$ cat src/rtl/mem_access_sequencer.sv
// mem_access_sequencer
// Initiator side of the 512x8 big-endian data RAM. Takes one load/store
// request at a time from the pipeline, traps misaligned requests, splits a
// doubleword into two word accesses (high word first) and returns one
// single-cycle response per request.
module mem_access_sequencer #(
    parameter int ADDR_W = 9,
    parameter int DATA_W = 32
) (
    input  logic                  clk,
    input  logic                  reset,
    input  logic                  req_valid,
    output logic                  req_ready,
    input  logic                  req_rw,
    input  logic [1:0]            req_size,
    input  logic                  req_se,
    input  logic [ADDR_W-1:0]     req_addr,
    input  logic [2*DATA_W-1:0]   req_wdata,
    output logic                  resp_valid,
    output logic [2*DATA_W-1:0]   resp_rdata,
    output logic                  resp_trap,
    output logic                  ram_rw,
    output logic [ADDR_W-1:0]     ram_address,
    output logic [DATA_W-1:0]     ram_datain,
    output logic [1:0]            ram_size,
    output logic                  ram_se,
    output logic                  ram_e,
    input  logic [DATA_W-1:0]     ram_dataout
);

    typedef enum logic [1:0] {IDLE, ACC0, ACC1, RESP} state_t;

    localparam logic [1:0] SIZE_BYTE   = 2'b00;
    localparam logic [1:0] SIZE_HALF   = 2'b01;
    localparam logic [1:0] SIZE_WORD   = 2'b10;
    localparam logic [1:0] SIZE_DOUBLE = 2'b11;

    state_t              state;
    logic                acc_double;
    logic                acc_load;
    logic [DATA_W-1:0]   wdata_lo;
    logic                aligned;
    logic [DATA_W-1:0]   store_word;

    // Decide alignment of the incoming request and pick the first store word.
    // The high half of a double goes out first because the RAM is big-endian.
    always_comb begin
        aligned    = 1'b1;
        store_word = '0;
        case (req_size)
            SIZE_BYTE: begin
                aligned    = 1'b1;
                store_word = {{(DATA_W-8){1'b0}}, req_wdata[7:0]};
            end
            SIZE_HALF: begin
                aligned    = ~req_addr[0];
                store_word = {{(DATA_W-16){1'b0}}, req_wdata[15:0]};
            end
            SIZE_WORD: begin
                aligned    = (req_addr[1:0] == 2'b00);
                store_word = req_wdata[DATA_W-1:0];
            end
            default: begin
                aligned    = (req_addr[2:0] == 3'b000);
                store_word = req_wdata[2*DATA_W-1:DATA_W];
            end
        endcase
    end

    // Sequencer FSM; every output is a register so the RAM sees clean,
    // glitch-free controls and ram_rw is only ever high together with ram_e.
    always_ff @(posedge clk or posedge reset) begin
        if (reset) begin
            state       <= IDLE;
            req_ready   <= 1'b1;
            resp_valid  <= 1'b0;
            resp_rdata  <= '0;
            resp_trap   <= 1'b0;
            ram_rw      <= 1'b0;
            ram_address <= '0;
            ram_datain  <= '0;
            ram_size    <= 2'b00;
            ram_se      <= 1'b0;
            ram_e       <= 1'b0;
            acc_double  <= 1'b0;
            acc_load    <= 1'b0;
            wdata_lo    <= '0;
        end else begin
            case (state)
                IDLE: begin
                    resp_valid <= 1'b0;
                    if (req_valid && req_ready) begin
                        req_ready  <= 1'b0;
                        resp_rdata <= '0;
                        resp_trap  <= 1'b0;
                        acc_double <= (req_size == SIZE_DOUBLE);
                        acc_load   <= ~req_rw;
                        wdata_lo   <= req_wdata[DATA_W-1:0];
                        if (!aligned) begin
                            state      <= RESP;
                            resp_trap  <= 1'b1;
                            resp_valid <= 1'b1;
                        end else begin
                            state       <= ACC0;
                            ram_e       <= 1'b1;
                            ram_rw      <= req_rw;
                            ram_address <= req_addr;
                            ram_size    <= (req_size == SIZE_DOUBLE) ? SIZE_WORD : req_size;
                            ram_se      <= (!req_rw && !req_size[1]) ? req_se : 1'b0;
                            ram_datain  <= req_rw ? store_word : '0;
                        end
                    end
                end
                ACC0: begin
                    if (acc_load) begin
                        if (acc_double)
                            resp_rdata[2*DATA_W-1:DATA_W] <= ram_dataout;
                        else
                            resp_rdata[DATA_W-1:0] <= ram_dataout;
                    end
                    if (acc_double) begin
                        state       <= ACC1;
                        ram_address <= ram_address + ADDR_W'(4);
                        if (!acc_load)
                            ram_datain <= wdata_lo;
                    end else begin
                        state      <= RESP;
                        ram_e      <= 1'b0;
                        ram_rw     <= 1'b0;
                        resp_valid <= 1'b1;
                    end
                end
                ACC1: begin
                    if (acc_load)
                        resp_rdata[DATA_W-1:0] <= ram_dataout;
                    state      <= RESP;
                    ram_e      <= 1'b0;
                    ram_rw     <= 1'b0;
                    resp_valid <= 1'b1;
                end
                RESP: begin
                    resp_valid <= 1'b0;
                    req_ready  <= 1'b1;
                    state      <= IDLE;
                end
                default: begin
                    state <= IDLE;
                end
            endcase
        end
    end

endmodule

$ cat config.mk
export PLATFORM = sky130hd
export DESIGN_NAME = mem_access_sequencer
export DESIGN_NICKNAME = d
export VERILOG_FILES = /design/src/rtl/mem_access_sequencer.sv
export SDC_FILE = /design/constraint.sdc
export NUM_CORES = 1
export LEC_CHECK = 0
export CAP_MARGIN = 10
export CORE_MARGIN = 5
export CORE_UTILIZATION = 46
export CTS_BUF_LIST = sky130_fd_sc_hd__clkbuf_16
export CTS_CLUSTER_DIAMETER = 150
export CTS_CLUSTER_SIZE = 25
export DETAILED_ROUTE_END_ITERATION = 8
export GPL_ROUTABILITY_DRIVEN = 1
export GPL_TIMING_DRIVEN = 0
export PLACE_DENSITY = 0.88
export SLEW_MARGIN = 20
export SYNTH_ARGS = -nofsm -noshare
export SYNTH_HDL_FRONTEND = slang
export SYNTH_SLANG_ARGS = --single-unit
$ cat constraint.sdc
create_clock -name clk -period 5.53 [get_ports clk]
set_clock_uncertainty 0.05 [all_clocks]
set_input_delay 1.106 -clock clk [delete_from_list [all_inputs] [get_ports clk]]
set_output_delay 1.106 -clock clk [all_outputs]
set_load 0.02 [all_outputs]
# Word level (Yosys, flattened, before mapping)
# Cells that the tools add are included.
[totals]
reg_bits = 149
inputBits = 112
out_inout_bits = 113
word_cells = 88
[op_classes]
add_sub_neg = 1
eq_ne = 13
mux = 38
bitwise = 2
reduce_logical = 19
[op_table]
columns = ["cell", "n"]
rows = [
  ["32-bit 2-to-1 mux", 8],
  ["32-bit case mux with 3 select lines", 2],
  ["64-bit 2-to-1 mux", 2],
  ["32-bit case mux with 2 select lines", 2],
  ["9-bit 2-to-1 mux", 3],
  ["9-bit case mux with 2 select lines", 1],
  ["2-bit != test (second input constant)", 7],
  ["4-bit AND reduction", 3],
  ["1-bit 2-to-1 mux", 11],
  ["5-bit AND reduction", 2],
  ["9-bit by 3-bit adder with 9-bit output (second input constant)", 1],
  ["1-bit case mux with 3 select lines", 3],
  ["2-bit == test (second input constant)", 4],
  ["2-bit case mux with 4 select lines", 1],
  ["2-bit logical NOT", 3],
  ["2-bit 2-to-1 mux", 3],
  ["2-bit by 1-bit == test with 1-bit output (second input constant)", 2],
  ["1-bit case mux with 4 select lines", 1],
  ["2-bit AND reduction", 2],
  ["2-bit nonzero test", 2],
  ["3-bit logical NOT", 1],
  ["3-bit AND reduction", 1],
  ["3-bit nonzero test", 1],
  ["1-bit logical AND", 2],
  ["other kinds (3)", 5],
]

# Logic depth before layout (Yosys ltp)
# Gate-level depths: netlist of run 1.
[depth]
word_depth = 6
ltp_mapped = 8
ltp_nobuf = 6

# Worst setup path before layout of run 1
# Ideal clock, no wire load.
[synth_path]
path_type = "input to register"
from = "input port req_size[1]"
to = "register ram_address[5]"
setup_time_ns = 0.129
arrival_time_ns = 2.350
required_time_ns = 5.351
path_slack_ns = 3.001
path_stages = 4
path_buffers = 0
path_cell_list = "o21a_1 o21a_1 or3_4 a2111o_1"
[synth_between]
elab_chain_cells = 4
elab_cells_between_ends = 6
cone_classes = "eq/ne (3); mux (1); reduce/logical (2)"
[synth_lines]
columns = ["element", "line_no", "source"]
rows = [
  ["from (decl)", "15", "input logic [1:0] req_size,"],
  ["2-bit == test (tied with other cells)", "50", "case (req_size)"],
  ["1-bit case mux with 3 select lines (*)", "50", ""],
  ["2-bit != test (no source line) (*)", "-", ""],
  ["4-bit AND reduction (no source line) (*)", "-", ""],
  ["to (signal assigned)", "107", "ram_address <= req_addr;"],
  ["to (signal assigned)", "123", "ram_address <= ram_address + ADDR_W'(4);"],
  ["to (decl)", "23", "output logic [ADDR_W-1:0] ram_address,"],
]
# Mark *: on every way between the ends. The rest lies on a longest branch, timed or not.
# A chain may end at the register's enable or synchronous reset.

# Final worst setup path of run 1
[layout_path]
from = "input port req_size[1]"
to = "register ram_datain[11]"
[layout_between]
elab_chain_cells = 6
elab_cells_between_ends = 11
cone_classes = "eq/ne (3); mux (6); reduce/logical (2)"
[layout_lines]
columns = ["element", "line_no", "source"]
rows = [
  ["2-bit == test (tied with other cells)", "50", ""],
  ["32-bit case mux with 3 select lines", "50", ""],
  ["32-bit 2-to-1 mux", "110", "ram_datain <= req_rw ? store_word : '0;"],
  ["32-bit 2-to-1 mux", "99", "if (!aligned) begin"],
  ["32-bit 2-to-1 mux", "92", "if (req_valid && req_ready) begin"],
  ["32-bit case mux with 2 select lines", "89", "case (state)"],
  ["to (signal assigned)", "110", ""],
  ["to (signal assigned)", "125", "ram_datain <= wdata_lo;"],
  ["to (decl)", "24", "output logic [DATA_W-1:0] ram_datain,"],
]
# Parallel ways exist; a longest one is shown, timed or not. The select of a mux whose other input is x is not followed.

==> metrics.md, run 1 <==
| Metric | Value |
|---|---|
| CTS tree | `done` |
| Starting DRT DRC Count | `between 400 and 500` |
| Overall routed net length | `approximately 20 mm` |
| Die width | `roughly 130 um` |
| Count of different cell masters after synthesis | `43` |
| Final net count | `1011` |
| CP startpoint kind | `input port` |
| Commonest cells in the netlist | `dfrtp_1, nand2_1, mux2i_1` |
| Setup TNS | `0 ps` |
| Initial Utilization | `between 40% and 50%` |
| Fin util | `approximately 68%` |
| Final Slew Violations | `0` |
| DP Wirelength | `around 15 mm` |
| Area grow syn2layout | `44.58%` |
| Yosys warns | `0` |
| Total CTS buffers | `17` |
| DIE AREA | `17570 sq um` |
| Worst Tran Pin Value | `about 810 ps` |
| Hold WC Path Type | `reg -> reg` |
| Port Buffer Count | `224` |
| Avg Cell Area, Syn | `10.66 sq um` |
| CTS root buffer | `clkbuf_16` |
| Seq/Total Area, Yosys | `54.00%` |
| Post-DRT Antenna Nets | `0` |
| Fmax | `roughly 330 MHz` |
| Crit. End Element | `flip-flop` |
| Vias in the first global route | `between 5000 and 6000` |
| Drt first pass iters | `5` |
| Vias per cell | `roughly 5.3` |
| # rows | `44` |
| Placer Congestion | `approximately 0.83` |
| Core ar. | `approximately 15000 sq um` |
| Yosys reg bits | `149` |
| DRC | `0` |
| Leakage | `~4.6 nW` |
| CTS Hold Bufs | `0` |
| Final worst-path cycle share | `a little over half` |
| Initial antenna violation count | `0` |
| Largest net degree at the start of global routing | `between 70 and 80` |
| Clock period minus worst slack | `between 3000 and 4000 ps` |
| Diode count | `0` |
| Max_cap viols | `0` |
| Clock Latency Late Sink | `410 ps` |
| H-Tree Depth | `4` |
| Post-Synthesis Cell Area | `approximately 6900 sq um` |
| Post-Layout Cell Count | `between 1000 and 1500` |
| Post-Syn Nets | `767` |
| Post-synth top area cell | `dfrtp_1` |
| Count of final setup violators | `0` |
| Grt total ovfl | `0` |
| Yosys top cell area share | `a little over half` |
| Worst EP required | `~5800 ps` |
| Post-Synthesis Cells | `648` |
| First-pass GRT wire length | `about 31 mm` |
| Die Y | `about 130 um` |
| Unrepaired setup endpoints after global routing | `false` |
| Max VDD drop | `~0.00037 V` |
| Status | `complete, no violations` |
| Main synth FF type | `dfrtp_1` |
| R2R Setup Slk | `3030 ps` |
| Top-count cell post-synth | `dfrtp_1` |
| PostCTS Resize Cnt | `0` |
| Setup CP Type | `in -> reg` |
| I/O Pins | `roughly 230` |
| Power density over cell area | `around 600 nW/um^2` |
| Tot Pwr | `between 0.005 and 0.006 W` |
| Critical path arrival | `roughly 3300 ps` |
| Tot GR Track Use | `22.42%` |
| Number of synthesized flops with an enable pin | `0` |
| Final Hold Vio Count | `0` |
| Setup bufs post-CTS | `0` |
| CTS Sinks | `between 100 and 150` |
| Post-synth ARST share | `100.0%` |
| Clock-pin slew on the worst setup and hold paths | `roughly 60 ps` |
| Fraction of layout cells with a size suffix above 1 | `approximately 8.3%` |
| Clk buf depth | `2` |
| Ranking of synthesized cells by area | `dfrtp_1, mux2i_1, nand2_1, mux2_1, mux2_2` |
| Dpl cells | `1057` |
| Vias | `a little under 6000` |
| Max_slew headroom | `between 40% and 50%` |
| Routed length per instance | `around 18 um` |
| Crit-path max FO | `10` |
state kept, by name, summed over array words and instances, names as in the netlist:
register	cells
wdata_lo	32
req_ready	1
ram_rw	1
resp_trap	1
ram_size	2
acc_double	1
ram_address	9
resp_rdata	64
acc_load	1
ram_datain	32
state	2
ram_se	1
ram_e	1
resp_valid	1
power by group:
part           switching, W  total (W)  internal (W)  leakage (nW)
Combinational       0.00166    0.00300       0.00134          2.43
Clock              0.000431    0.00113      0.000696         0.291
Sequential         0.000278    0.00185       0.00157          1.89
layer usage:
layer  global-route usage, %  up-vias  wire (um)
met4                   9.873        0        755
met3                   4.746       45       1144
met5                       0        -          0
met2                   37.35      220      10030
li1                        -     2691          -
met1                   28.24     2847       7967
placed cells by master, fill, tap and decap left out, drive strengths merged:
master	count
o31ai	2
a222oi	8
bufinv	3
clkinv	9
ha	7
a2111o	1
mux2	63
a2bb2oi	1
a2111oi	3
clkinvlp	1
a32oi	1
clkbuf	36
o22ai	2
dfstp	1
nor2	7
o21a	2
mux2i	66
nand2	130
a21bo	2
a211o	1
nand4b	2
inv	53
a21o	3
or3	1
a21boi	1
nand2b	5
nand4	3
nand3	8
buf	21
a31oi	3
nor3b	1
o21ai	65
nor2b	2
a21oi	5
dfrtp	148
and3	5
a311oi	1
clkdlybuf4s50	224
nor3	8
cell type report:
class,count,area (sq um)
Inverter,51,198.9
Buffer,39,173.9
Clock inverter,15,146.4
Multi-Input combinational cell,409,2811
Clock buffer,17,425.4
Sequential cell,149,3730
Fill cell,1120,4658
Tap cell,184,230.2
Timing Repair Buffer,225,2270
through the flow:
| step | cell area [sq um] | hold WS [ps] | setup WS, ps |
|---|---|---|---|
| floorplan | 6907 | 414.1 | 367.6 |
| global placement | 9379 | 413.9 | -1768 |
| detailed placement | 9414 | 421.5 | 2182 |
| CTS | 9986 | 433.9 | 2575 |
| global route | 9986 | 455.1 | 2321 |
| finish | 9986 | 434.8 | 2496 |
worst max-delay path: stages:
cell	delay, ps
clkdlybuf4s50_1	500
clkbuf_1	350
nand2_2	310
nor2_1	620
a222oi_1	200
mux2i_1	210
cells by family (layout without fill, tap and decap cells):
family                   Yosys count  after routing  synth area share [%]
AO/OA/AOI/OAI                    101            101                 9.076
flip-flops                       149            149                 54.00
AND/OR/NAND/NOR                  172            172                 10.53
adder cells (fa/ha/maj)            7              7                 1.268
multiplexers                     129            129                 19.84
buffers and inverters             90            347                 5.290
final timing paths:
kind | startpoint | endpoint | cells past startpoint
worst max-delay path | req_size[1] | ram_datain[11] | 6
worst min-delay path | resp_rdata[58] | resp_rdata[58] | 2
worst max register to register | state[1] | ram_datain[15] | 8
worst min register to register | resp_rdata[58] | resp_rdata[58] | 2
max in group asynchronous | reset | req_ready | 3
min in group asynchronous | reset | wdata_lo[9] | 2
(Power assumes the default switching activity.)
==> inputs of run 2 (changes only) <==
--- a/config.mk
+++ b/config.mk
@@ -7,14 +7,14 @@
 export LEC_CHECK = 0
 export CAP_MARGIN = 10
 export CORE_MARGIN = 5
-export CORE_UTILIZATION = 46
+export CORE_UTILIZATION = 42
 export CTS_BUF_LIST = sky130_fd_sc_hd__clkbuf_16
 export CTS_CLUSTER_DIAMETER = 150
 export CTS_CLUSTER_SIZE = 25
 export DETAILED_ROUTE_END_ITERATION = 8
 export GPL_ROUTABILITY_DRIVEN = 1
 export GPL_TIMING_DRIVEN = 0
-export PLACE_DENSITY = 0.88
+export PLACE_DENSITY = 0.85
 export SLEW_MARGIN = 20
 export SYNTH_ARGS = -nofsm -noshare
 export SYNTH_HDL_FRONTEND = slang
==> constraint.sdc (replaced) <==
create_clock -name clk -period 2.75 [get_ports clk]
set_clock_uncertainty 0.05 [all_clocks]
set_input_delay 0.55 -clock clk [delete_from_list [all_inputs] [get_ports clk]]
set_output_delay 0.55 -clock clk [all_outputs]
set_load 0.02 [all_outputs]
==> metrics.md, run 2 (synthesis results as in run 1) <==
| Metric | Value |
|---|---|
| Count of final setup violators | `0` |
| CTS tree | `done` |
| Largest net degree at the start of global routing | `34` |
| Worst Tran Pin Value | `about 800 ps` |
| Clock period minus worst slack | `roughly 2500 ps` |
| Dpl cells | `around 1100` |
| Post-DP Area | `between 9000 and 10000 sq um` |
| Vias | `~5800` |
| Max_slew headroom | `between 40% and 50%` |
| Leakage | `around 4.6 nW` |
| Setup CP Type | `reg -> reg` |
| Fin util | `between 60% and 70%` |
| Initial antenna violation count | `0` |
| Drt first pass iters | `5` |
| Area grow syn2layout | `46.39%` |
| Clock Latency Late Sink | `430 ps` |
| CTS Hold Bufs | `0` |
| Grt total ovfl | `0` |
| CTS root buffer | `clkbuf_16` |
| Core ar. | `16000 sq um` |
| Final worst-path cycle share | `between 80% and 90%` |
| Crit-path max FO | `10` |
| Starting DRT DRC Count | `350` |
| Vias per cell | `a little over 5` |
| Routed length per instance | `between 15 and 20 um` |
| Top flop regs | `resp_rdata (64), ram_datain (32), wdata_lo (32)` |
| Die Y | `138.2 um` |
| Hold WC Path Type | `in -> async` |
| Vias in the first global route | `roughly 6000` |
| DP Wirelength | `15.34 mm` |
| Worst EP required | `approximately 3000 ps` |
| Finished layout cell area | `10110 sq um` |
| Most flops, register | `resp_rdata` |
| Placer Congestion | `roughly 0.86` |
| Commonest non-fill, non-tap cells in the layout | `clkdlybuf4s50_1, dfrtp_1, nand2_1, mux2i_1, inv_1` |
| Power density over cell area | `roughly 1200 nW/um^2` |
| Post-Layout Cell Count | `around 1100` |
| Crit. End Element | `flip-flop` |
| # rows | `46` |
| Fmax | `about 410 MHz` |
| CTS Sinks | `149` |
| Critical path arrival | `about 2700 ps` |
| Fraction of layout cells with a size suffix above 1 | `between 8 and 9%` |
| Port Buffer Count | `between 200 and 250` |
| Final net count | `roughly 1000` |
| Post-DRT Antenna Nets | `0` |
| DIE AREA | `around 19000 sq um` |
| Diode count | `0` |
| I/O Pins | `roughly 230` |
| First-pass GRT wire length | `between 30 and 40 mm` |
| CP startpoint kind | `flip-flop` |
| Unrepaired setup endpoints after global routing | `false` |
| Setup bufs post-CTS | `0` |
| Clock-pin slew on the worst setup and hold paths | `approximately 60 ps` |
| Tot GR Track Use | `a little over a fifth` |
| Final Slew Violations | `0` |
| Final Hold Vio Count | `0` |
| Total CTS buffers | `17` |
| Max VDD drop | `roughly 0.00051 V` |
| Max_cap viols | `0` |
| Largest register FFs | `between 60 and 70` |
| H-Tree Depth | `4` |
| Clk buf depth | `2` |
| Die width | `between 100 and 150 um` |
| Status | `complete, no violations` |
| DRC | `0` |
| Overall routed net length | `approximately 20 mm` |
| Initial Utilization | `43.17%` |
| Commonest non-fill, non-tap cell in the layout | `clkdlybuf4s50_1` |
run 2: final timing paths:
kind | to | depth (start not counted) | from | slack [ps]
hold reg to reg | ram_datain[4] | 1 | ram_datain[4] | 440
hold / removal | resp_rdata[28] | 2 | reset | 420
setup / recovery | resp_rdata[62] | 7 | state[1] | 280
min in group clk | ram_datain[4] | 1 | ram_datain[4] | 440
max in group asynchronous | ram_datain[4] | 5 | reset | 1360
setup reg to reg | resp_rdata[62] | 7 | state[1] | 280
run 2: metrics by stage:
| stage | power, W | hold WS, ps | setup slack [ps] | TNS (ps) |
|---|---|---|---|---|
| final | 0.01208 | 417.4 | 283.4 | 0 |
| after global routing | 0.01281 | 444.5 | 23.79 | 0 |
| after CTS | 0.01217 | 415.5 | 191.0 | 0 |
| after detailed placement | 0.009824 | 427.1 | -106.2 | -2190 |
| after global placement | 0.009628 | 413.9 | -1093 | -161200 |
| after floorplan | 0.007285 | 414.1 | 275.8 | 0 |
run 2: area by class of cell:
cell class / instances / area (sq um)
plain buffers: 39 / 173.9
clock buffers: 17 / 425.4
clock inverters: 15 / 151.4
fillers: 1323 / 5889
inverters: 51 / 195.2
multi-input cells: 409 / 2815
flip-flops and latches: 149 / 3730
well taps: 216 / 270.3
repair buffers: 229 / 2350
run 2: worst max-delay path, cell delays in order, from the launching register on:
cell      delay [ps]
dfrtp_1          430
inv_1            110
ha_1             180
buf_2            170
and3_1           160
o21ai_1          620
clkbuf_1         450
o21ai_1          150
run 2: metal layers:
layer / track usage, % / wire length [um] / up-vias
met4: 10.19 / 879 / 0
li1: - / - / 2698
met5: 0 / 0 / -
met3: 5.069 / 1090 / 55
met2: 35.33 / 10050 / 199
met1: 26.51 / 8338 / 2833
run 2: timing repair:
item,in CTS,in global routing
gates resized for setup,0,1
setup endpoints to repair,0,3
hold endpoints to repair,0,0
run 2: power breakdown:
part,total (W),internal [W],switching (W)
sequential,0.00372,0.00317,0.000551
combinational,0.00605,0.00271,0.00334
clock,0.00231,0.00140,0.000910
